**src/rtl/countdown_pkg.sv**
```systemverilog
// Shared definitions for the countdown controller.
// State encoding and BCD constants.
package countdown_pkg;

    localparam int BCD_W     = 4;
    localparam int MAX_DIGIT = 9;

    typedef enum logic [2:0] {
        ST_IDLE  = 3'd0,
        ST_ENTRY = 3'd1,
        ST_READY = 3'd2,
        ST_RUN   = 3'd3,
        ST_PAUSE = 3'd4,
        ST_DONE  = 3'd5
    } state_e;

endpackage

```
**src/rtl/bcd_down_counter.sv**
```systemverilog
// N-digit BCD register with parallel load and decrement-by-one.
// The decrement ripples a borrow from digit 0 upward.
module bcd_down_counter
    import countdown_pkg::*;
#(
    parameter int N_DIGITS = 2
) (
    input  logic                      clk,
    input  logic                      rst_n,
    input  logic                      load,
    input  logic [BCD_W*N_DIGITS-1:0] load_val,
    input  logic                      dec,
    output logic [BCD_W*N_DIGITS-1:0] value,
    output logic                      is_one,
    output logic                      is_zero
);

    localparam int W = BCD_W * N_DIGITS;

    logic [W-1:0] value_q;
    logic [W-1:0] value_d;
    logic [W-1:0] dec_val;
    logic         borrow;

    // Borrow chain: a zero digit under borrow wraps to 9 and passes it on.
    always_comb begin
        dec_val = value_q;
        borrow  = 1'b1;
        for (int i = 0; i < N_DIGITS; i++) begin
            if (borrow) begin
                if (value_q[i*BCD_W +: BCD_W] == 4'd0) begin
                    dec_val[i*BCD_W +: BCD_W] = 4'(MAX_DIGIT);
                end else begin
                    dec_val[i*BCD_W +: BCD_W] =
                        value_q[i*BCD_W +: BCD_W] - 4'd1;
                    borrow = 1'b0;
                end
            end
        end
    end

    // Load wins over decrement.
    always_comb begin
        value_d = value_q;
        if (load) begin
            value_d = load_val;
        end else if (dec) begin
            value_d = dec_val;
        end
    end

    // Value register.
    always_ff @(posedge clk) begin
        if (!rst_n) begin
            value_q <= '0;
        end else begin
            value_q <= value_d;
        end
    end

    assign value   = value_q;
    assign is_zero = (value_q == '0);
    assign is_one  = (value_q == W'(1));

endmodule

```
**src/rtl/countdown_ctrl.sv**
```systemverilog
// Keypad-driven N-digit BCD countdown: entry, start/pause, alarm.
// Optional COUNTDOWN_AUTORELOAD_EN reloads on zero and adds reload_count.
module countdown_ctrl
    import countdown_pkg::*;
#(
    parameter int N_DIGITS     = 2,
    parameter int ALARM_CYCLES = 16
) (
    input  logic                      clk,
    input  logic                      rst_n,
    input  logic                      tick,
    input  logic                      keydown_num,
    input  logic [3:0]                num,
    input  logic                      keydown_start,
    input  logic                      keydown_confirm,
    input  logic                      keydown_clear,
    output logic [BCD_W*N_DIGITS-1:0] entry_bcd,
    output logic [BCD_W*N_DIGITS-1:0] remaining_bcd,
    output logic                      display_en,
    output logic                      running,
    output logic                      done,
`ifdef COUNTDOWN_AUTORELOAD_EN
    output logic                      alarm,
    output logic [7:0]                reload_count
`else
    output logic                      alarm
`endif
);

    localparam int W  = BCD_W * N_DIGITS;
    localparam int AW = (ALARM_CYCLES < 2) ? 1 : $clog2(ALARM_CYCLES + 1);
    localparam logic [AW-1:0] ALARM_LAST =
        AW'((ALARM_CYCLES > 0) ? ALARM_CYCLES - 1 : 0);

    state_e        state_q, state_d;
    logic [W-1:0]  entry_q, entry_d;
    logic [AW-1:0] alarm_cnt_q, alarm_cnt_d;
    logic          done_q, done_d;
    logic          disp_q, run_q, alarm_q;
`ifdef COUNTDOWN_AUTORELOAD_EN
    logic [7:0]    reload_q, reload_d;
`endif

    logic          cnt_load;
    logic [W-1:0]  cnt_load_val;
    logic          cnt_dec;
    logic [W-1:0]  cnt_value;
    logic          cnt_is_one;
    logic          cnt_is_zero;

    bcd_down_counter #(
        .N_DIGITS (N_DIGITS)
    ) u_remain (
        .clk      (clk),
        .rst_n    (rst_n),
        .load     (cnt_load),
        .load_val (cnt_load_val),
        .dec      (cnt_dec),
        .value    (cnt_value),
        .is_one   (cnt_is_one),
        .is_zero  (cnt_is_zero)
    );

    // Next state: one event per cycle, clear > start > confirm > num > tick.
    always_comb begin
        state_d      = state_q;
        entry_d      = entry_q;
        alarm_cnt_d  = alarm_cnt_q;
        done_d       = 1'b0;
        cnt_load     = 1'b0;
        cnt_load_val = '0;
        cnt_dec      = 1'b0;
`ifdef COUNTDOWN_AUTORELOAD_EN
        reload_d     = reload_q;
`endif
        if (keydown_clear) begin
            state_d     = ST_IDLE;
            entry_d     = '0;
            cnt_load    = 1'b1;
            alarm_cnt_d = '0;
`ifdef COUNTDOWN_AUTORELOAD_EN
            reload_d    = '0;
`endif
        end else if (keydown_start) begin
            case (state_q)
                ST_READY: state_d = ST_RUN;
                ST_RUN:   state_d = ST_PAUSE;
                ST_PAUSE: state_d = ST_RUN;
                ST_DONE: begin
                    state_d     = ST_IDLE;
                    entry_d     = '0;
                    cnt_load    = 1'b1;
                    alarm_cnt_d = '0;
`ifdef COUNTDOWN_AUTORELOAD_EN
                    reload_d    = '0;
`endif
                end
                default: ;
            endcase
        end else if (keydown_confirm) begin
            if (state_q == ST_ENTRY && entry_q != '0) begin
                cnt_load     = 1'b1;
                cnt_load_val = entry_q;
                state_d      = ST_READY;
            end
        end else if (keydown_num) begin
            if (num <= 4'(MAX_DIGIT) &&
                (state_q == ST_IDLE || state_q == ST_ENTRY ||
                 state_q == ST_READY)) begin
                entry_d              = entry_q << BCD_W;
                entry_d[BCD_W-1:0]   = num;
                state_d              = ST_ENTRY;
            end
        end else if (tick) begin
            if (state_q == ST_RUN) begin
                if (cnt_is_one) begin
                    done_d = 1'b1;
`ifdef COUNTDOWN_AUTORELOAD_EN
                    cnt_load     = 1'b1;
                    cnt_load_val = entry_q;
                    if (reload_q != 8'hFF) begin
                        reload_d = reload_q + 8'd1;
                    end
`else
                    cnt_dec     = 1'b1;
                    state_d     = ST_DONE;
                    alarm_cnt_d = '0;
`endif
                end else if (!cnt_is_zero) begin
                    cnt_dec = 1'b1;
                end
            end else if (state_q == ST_DONE) begin
                if (ALARM_CYCLES != 0 && alarm_cnt_q == ALARM_LAST) begin
                    state_d     = ST_IDLE;
                    cnt_load    = 1'b1;
                    alarm_cnt_d = '0;
                end else if (alarm_cnt_q != '1) begin
                    alarm_cnt_d = alarm_cnt_q + AW'(1);
                end
            end
        end
    end

    // State, entry, alarm counter and registered status flags.
    always_ff @(posedge clk) begin
        if (!rst_n) begin
            state_q     <= ST_IDLE;
            entry_q     <= '0;
            alarm_cnt_q <= '0;
            done_q      <= 1'b0;
            disp_q      <= 1'b0;
            run_q       <= 1'b0;
            alarm_q     <= 1'b0;
`ifdef COUNTDOWN_AUTORELOAD_EN
            reload_q    <= '0;
`endif
        end else begin
            state_q     <= state_d;
            entry_q     <= entry_d;
            alarm_cnt_q <= alarm_cnt_d;
            done_q      <= done_d;
            disp_q      <= (state_d != ST_IDLE);
            run_q       <= (state_d == ST_RUN);
            alarm_q     <= (state_d == ST_DONE);
`ifdef COUNTDOWN_AUTORELOAD_EN
            reload_q    <= reload_d;
`endif
        end
    end

    assign entry_bcd     = entry_q;
    assign remaining_bcd = cnt_value;
    assign display_en    = disp_q;
    assign running       = run_q;
    assign done          = done_q;
    assign alarm         = alarm_q;
`ifdef COUNTDOWN_AUTORELOAD_EN
    assign reload_count  = reload_q;
`endif

endmodule

```
**config.mk**
```make
export PLATFORM = sky130hd
export DESIGN_NAME = countdown_ctrl
export DESIGN_NICKNAME = d
export VERILOG_FILES = /design/src/rtl/countdown_pkg.sv /design/src/rtl/bcd_down_counter.sv /design/src/rtl/countdown_ctrl.sv
export SDC_FILE = /design/constraint.sdc
export NUM_CORES = 1
export LEC_CHECK = 0
export ABC_AREA = 1
export CORE_UTILIZATION = 53
export CTS_CLUSTER_SIZE = 20
export DETAILED_ROUTE_END_ITERATION = 7
export PLACE_DENSITY = 0.86
export SLEW_MARGIN = 0
export SYNTH_ARGS = -nofsm -noshare
export SYNTH_HDL_FRONTEND = slang
export SYNTH_HIERARCHICAL = 1
export SYNTH_SLANG_ARGS = --single-unit
```
**constraint.sdc**
```tcl
create_clock -name clk -period 3.5 [get_ports clk]
set_clock_uncertainty 0.05 [all_clocks]
set_input_delay 0.35 -clock clk [delete_from_list [all_inputs] [get_ports clk]]
set_output_delay 0.35 -clock clk [all_outputs]
set_load 0.05 [all_outputs]
```
=== After elaboration in Yosys (flattened, before gate mapping) ===
Index checks and enable logic that the tools add are counted.

* Add/sub/neg operators: 3
* $mul: 0
* Divide/modulo/power cells: 0
* Order comparisons: 1
* Eq/ne operators: 14
* Shift operators: 0
* Muxes and demuxes: 56
* Bitwise gates (word level): 3
* Reductions and logical operators: 23

{| class="wikitable"
|+ Operator list
! kind !! number
|-
| 8-bit 2-to-1 mux || 11
|-
| 5-bit 2-to-1 mux || 10
|-
| 3-bit 2-to-1 mux || 11
|-
| 1-bit 2-to-1 mux || 20
|-
| 4-bit 2-to-1 mux || 3
|-
| 2-bit nonzero test || 6
|-
| 3-bit by 2-bit == test with 1-bit output, second input constant || 3
|-
| 3-bit == test, second input constant || 3
|-
| 3-bit case mux with 3 select lines || 1
|-
| 8-bit by 1-bit == test with 1-bit output, second input constant || 1
|-
| 4-bit zero test || 2
|-
| 8-bit zero test || 1
|-
| 8-bit nonzero test || 1
|-
| 4-bit by 1-bit subtractor with 4-bit output, second input constant || 2
|-
| 7-bit AND reduction || 1
|-
| 7-bit OR reduction || 1
|-
| 5-bit by 1-bit adder with 5-bit output, second input constant || 1
|-
| 5-bit by 4-bit == test with 1-bit output, second input constant || 1
|-
| 5-bit != test, second input constant || 1
|-
| 4-bit less-or-equal comparator, second input constant || 1
|-
| 2-bit by 1-bit != test with 1-bit output, second input constant || 2
|-
| 4-bit AND reduction || 1
|-
| 4-bit nonzero test || 1
|-
| 2-bit OR reduction || 2
|-
| other kinds (9) || 13
|}

* Register bits: 28
* Latch bits: 0
* Memory bits (writable): 0
* ROM bits: 0
* Bits of input ports: 11
* Memories kept: 0

=== Depth between registers and ports, before layout ===
* Depth in word-level cells: 11
* Gate-level depth with buffers: 15
* Depth with buffers taken out: 13

=== Cells and area by module ===
Netlist, hierarchy kept.

{| class="wikitable"
|+ By module, submodules not included
! module !! instances !! cells each !! area an instance (um^2) !! seq. area each (um^2)
|-
| countdown_ctrl || 1 || 201 || 1252.5 || 400.4
|-
| bcd_down_counter || 1 || 86 || 555.5 || 160.2
|}

=== Least setup slack after synthesis ===
Ideal clock, no wire load.

* Kind: reg2reg
* Start: register u_remain.value_q[0], in the netlist u_remain/value[0]
* End: register u_remain.value_q[6], in the netlist u_remain/value[6]
* Setup time: 0.109 ns
* Arrival: 2.906 ns
* Path slack: 0.435 ns
* Cell stages (with the launch flop): 10
* Period minus slack after synthesis: 3.065 ns
* Cells stage by stage: dfxtp_1 > inv_1 > nor4_1 > inv_1 > a2111oi_0 > nand3_4 > nand2_4 > nand3_1 > nand2_1 > inv_1

{| class="wikitable"
|+ RTL lines
! item !! RTL line !! RTL
|-
| start: declaration || bcd_down_counter.sv:20 || <nowiki>logic [W-1:0] value_q;</nowiki>
|-
| start signal: assignment || bcd_down_counter.sv:57 || <nowiki>value_q <= value_d;</nowiki>
|-
| 8-bit by 1-bit == test with 1-bit output || bcd_down_counter.sv:63 || <nowiki>assign is_one = (value_q == W'(1));</nowiki>
|-
| via cnt_is_one || countdown_ctrl.sv:48 || <nowiki>logic cnt_is_one;</nowiki>
|-
| 1-bit 2-to-1 mux || countdown_ctrl.sv:116 || <nowiki>if (cnt_is_one) begin</nowiki>
|-
| 1-bit 2-to-1 mux || countdown_ctrl.sv:115 || <nowiki>if (state_q == ST_RUN) begin</nowiki>
|-
| 1-bit 2-to-1 mux || countdown_ctrl.sv:114 || <nowiki>end else if (tick) begin</nowiki>
|-
| 1-bit 2-to-1 mux || countdown_ctrl.sv:106 || <nowiki>end else if (keydown_num) begin</nowiki>
|-
| 1-bit 2-to-1 mux || countdown_ctrl.sv:100 || <nowiki>end else if (keydown_confirm) begin</nowiki>
|-
| 1-bit 2-to-1 mux || countdown_ctrl.sv:84 || <nowiki>end else if (keydown_start) begin</nowiki>
|-
| 1-bit 2-to-1 mux || countdown_ctrl.sv:76 || <nowiki>if (keydown_clear) begin</nowiki>
|-
| via cnt_dec || countdown_ctrl.sv:46 || <nowiki>logic cnt_dec;</nowiki>
|-
| 2-bit nonzero test (no line) || - ||
|-
| 2-bit AND reduction (no line) || - ||
|}

The timed path passes the listed nets, and every way through them passes these cells.
A chain may end at the register's enable or synchronous reset.

=== Final worst setup path ===
* Start: register alarm_cnt_q[0]
* End: register u_remain.value_q[5], in the netlist u_remain/value[5]

* Cells in the longest elaborated chain, start to end: 11

{| class="wikitable"
|+ Ends and longest elaborated chain
! item !! RTL line !! RTL
|-
| start: declaration || countdown_ctrl.sv:37 || <nowiki>logic [AW-1:0] alarm_cnt_q, alarm_cnt_d;</nowiki>
|-
| start signal: assignment || countdown_ctrl.sv:160 || <nowiki>alarm_cnt_q <= alarm_cnt_d;</nowiki>
|-
| 5-bit by 4-bit == test with 1-bit output (*) || countdown_ctrl.sv:133 || <nowiki>if (ALARM_CYCLES != 0 && alarm_cnt_q == ALARM_LAST) begin</nowiki>
|-
| 1-bit 2-to-1 mux (*) || countdown_ctrl.sv:133 ||
|-
| 1-bit 2-to-1 mux (*) || countdown_ctrl.sv:132 || <nowiki>end else if (state_q == ST_DONE) begin</nowiki>
|-
| 1-bit 2-to-1 mux (*) || countdown_ctrl.sv:115 ||
|-
| 1-bit 2-to-1 mux (*) || countdown_ctrl.sv:114 ||
|-
| 1-bit 2-to-1 mux (*) || countdown_ctrl.sv:106 ||
|-
| 1-bit 2-to-1 mux (*) || countdown_ctrl.sv:100 ||
|-
| 1-bit 2-to-1 mux (*) || countdown_ctrl.sv:84 ||
|-
| 1-bit 2-to-1 mux (*) || countdown_ctrl.sv:76 ||
|-
| via cnt_load || countdown_ctrl.sv:44 || <nowiki>logic cnt_load;</nowiki>
|-
| 2-bit nonzero test (no line) || - ||
|-
| 2-bit AND reduction (no line) || - ||
|}

Mark *: on every way through the listed nets, which the timed path passes. The rest lies on a longest branch.

==> flow_summary_export.csv <==
group,metric,value,unit
status,status,"finished, final reports clean",
global_route,use_met2,41.3,%
clocking,cts-root-buf,"clkbuf_4",
clocking,clock_sinks,28,
placed_design,dpl.hpwl,3.17,mm
clocking,ctsResizeCount,0,
timing,slew_viol_final,0,
drt,drtIter0Drc,104,
critical_path,crit_buf_inv,1,
drt,firstDrtPassIters,4,
worst_hold_path,min-delay-start,"entry_bcd[1]",
critical_path,path_delay_family,"simple AND/OR/NAND/NOR gates",
placed_design,placed_cell_area,2130,um2
global_route,grt_busiest_layer,"met2",
synthesis,synthAdderAreaFrac,0.692,%
global_route,grtUsageMet1,31.5,%
synthesis,synth_edf_count,0,
critical_path,cp_slowest_stage_delay,0.42,ns
drt,num_vias,1917,
synthesis,synth_top_family_by_area,"simple AND/OR/NAND/NOR gates",
drt,drt-vias-per-instance,5.34,
synthesis,ys.warnings.count,6,
finish,antenna_cells,0,
synthesis,ys_types,32,
global_route,antenna_found_initial,0,
critical_path,cpMaxStageDelayCell,"dfxtp_1",
synthesis,ys.flop_type,"dfxtp_1",
timing,fmax,377,MHz
worst_hold_path,hold_end,"entry_bcd[1]",
critical_path,crit_required,3.68,ns
floorplan,rows,20,
synthesis,synth_xor_area_share,0.484,%
synthesis,synth_seq_area_share,31.0,%
clocking,post_cts_buffers,0,
critical_path,path_class,"reg2reg",
finish,layout_commonest_cell,"nand2_1",
global_route,grt_usage,24.6,%
timing,hold_viol,0,
worst_hold_path,hp-class,"reg2reg",
critical_path,r2r-start,"alarm_cnt_q[0]",
critical_path,start_kind,"flip-flop",
finish,syn2layout_area_growth,19.2,%
synthesis,synth_seq_cells,28,
synthesis,synth_compound_area_share,13.5,%
critical_path,r2r_cells,13,
pwr,power_density,278,nW/um2
pwr,leakage,0.898,nW
placed_design,gp_congestion,0.992,
critical_path,crit_arrival,2.83,ns
clocking,ctsHoldBuffers,0,
synthesis,synth_nets,299,
floorplan,die_h,60.4,um
floorplan,initial_core_util,57.3,%
synthesis,avgSynthCellArea,6.30,um2
synthesis,yosysTopAreaCellShare,31.0,%
flow_run,max_cap_violations,0,
drt,ant_nets,0,
clocking,clockBufferDepth,2,
timing,tightestPinTransition,0.524,ns
synthesis,synth_area_leaders,"dfxtp_1 31%, nand2_1 16%, nor2_1 9.6%",
floorplan,pin_count,31,
critical_path,crit_top_cell,"nand2_1",
synthesis,synthMuxAreaShare,0,%
placed_design,io_buffers,30,
critical_path,timing.rr.end,"u_remain/value[5]",
timing,fin_ws,0.849,ns
synthesis,syn-instance-count,287,
timing,finalCritPeriodShare,75.7,%
clocking,clk_pin_slew,0.14,ns
global_route,grt_overflow,0,
timing,hold-worst-slack,0.459,ns
finish,final_area,2160,um2
critical_path,path_cells,"ha_1 > nand3_1 > nor2_1 > nand3_1 > a22oi_1 > o21ai_0 > nand2_1 > inv_2 > or2_2 > nand2_1 > nand2_1 > nand2_1 > nor2_1",
floorplan,dieWidth,60.4,um
timing,relSlewSlack,65.0,%
critical_path,worstSetupEndpointType,"flip-flop",
global_route,grt_max_degree,15,
synthesis,yosys.area.top_type,"dfxtp_1",
worst_hold_path,hold_path_depth,2,
global_route,met3_usage,4.26,%
clocking,cts_buffers,3,
synthesis,synthSimpleGateAreaFrac,44.0,%
finish,fin_nets,329,
timing,rsz0062_at_grt,"false",
pwr,peakVddDrop,0.198,mV
synthesis,syn_area,1810,um2
drt,wirelength,4.07,mm
critical_path,cp_max_fo,12,
finish,most-common-layout-cells,"78 x nand2_1, 46 x nor2_1, 32 x inv_1",
finish,utilization,68.4,%
timing,post-route-min-period,2.65,ns
critical_path,r2r_setup_slack,0.85,ns
global_route,grt_pass1_wl,6.79,mm
drt,drt-wirelength-per-cell,11.3,um
clocking,cts-htree-levels,1,
clocking,cts_tree,"done",
finish,drive_gt1_share,10.5,%
synthesis,async_flop_share,0,%
drt,drcViolationCount,0,
floorplan,core,3150,um2
global_route,grt_pass1_vias,1589,
timing,finalSetupTns,0,ns
timing,final-setup-viol-count,0,
finish,fillers,302,
placed_design,place_ws,0.761,ns
floorplan,design.die.area,3650,um2
clocking,worstSkewPairLatency,0.32,ns
[synthesized netlist by cell type (3+ instances only)]
master,instances
inv_2,4
nor2_2,4
a211oi_1,3
a21oi_1,14
nor3_1,3
nor2_1,46
nand4_1,6
nand2_1,78
buf_2,4
nor4_1,5
o21ai_2,3
o21ai_0,9
a21oi_2,5
dfxtp_1,28
nand2_2,3
nand3_1,20
inv_1,32
[sequential cells by signal, summed over array words and instances (netlist names)]
| register | flops |
|---|---|
| state_q | 3 |
| alarm | 1 |
| running | 1 |
| done | 1 |
| display_en | 1 |
| entry_bcd | 8 |
| u_remain/value | 8 |
| alarm_cnt_q | 5 |
[worst min-delay path: stages (launching register included)]
cell     delay, ns
dfxtp_1       0.36
nand2_1       0.07
a21oi_1       0.05
[how the worst max path moves through the flow]
stage,start,endpoint,slack (ns),cells after the start
after floorplan,u_remain/value[0],u_remain/value[6],0.43,9
after global placement,keydown_start,u_remain/value[5],0.86,13
after detailed placement,keydown_start,u_remain/value[5],0.76,13
after CTS,alarm_cnt_q[0],u_remain/value[5],0.89,13
after global routing,alarm_cnt_q[0],u_remain/value[5],0.67,13
final,alarm_cnt_q[0],u_remain/value[5],0.85,13
[final cells by class]
cell class              count  area (um2)  area share (%)
multi-input cells         215        1060            49.3
well taps                  44        55.1            2.55
repair buffers             32         315            14.6
inverters                  37         140            6.50
clock buffers               3        22.5            1.04
flip-flops and latches     28         561            26.0
[through the flow]
stage,cells,power (mW)
finish,359,0.600
global route,359,0.637
CTS,359,0.606
detailed placement,356,0.475
global placement,356,0.474
floorplan,287,0.438
[cell families (layout without fill, tap and decap cells)]
family / after synthesis / after routing
flops: 28 / 28
buf+inv: 44 / 72
fa+ha+maj: 1 / 1
xor+xnor: 1 / 1
compound gates: 39 / 39
simple gates: 174 / 174
[where the power goes]
part	switching, mW	internal [mW]	total, mW
logic	0.0860	0.0472	0.133
clock network	0.0901	0.0405	0.131
registers	0.00997	0.327	0.337
[routing by layer]
layer  share of wire (%)  vias to the layer above
li1                    -                      979
met1                  46                      859
met2                  47                       69
met3                 5.1                       10
met4                 1.9                        0
met5                   0                        -
Power figures use the tool's default switching activity.
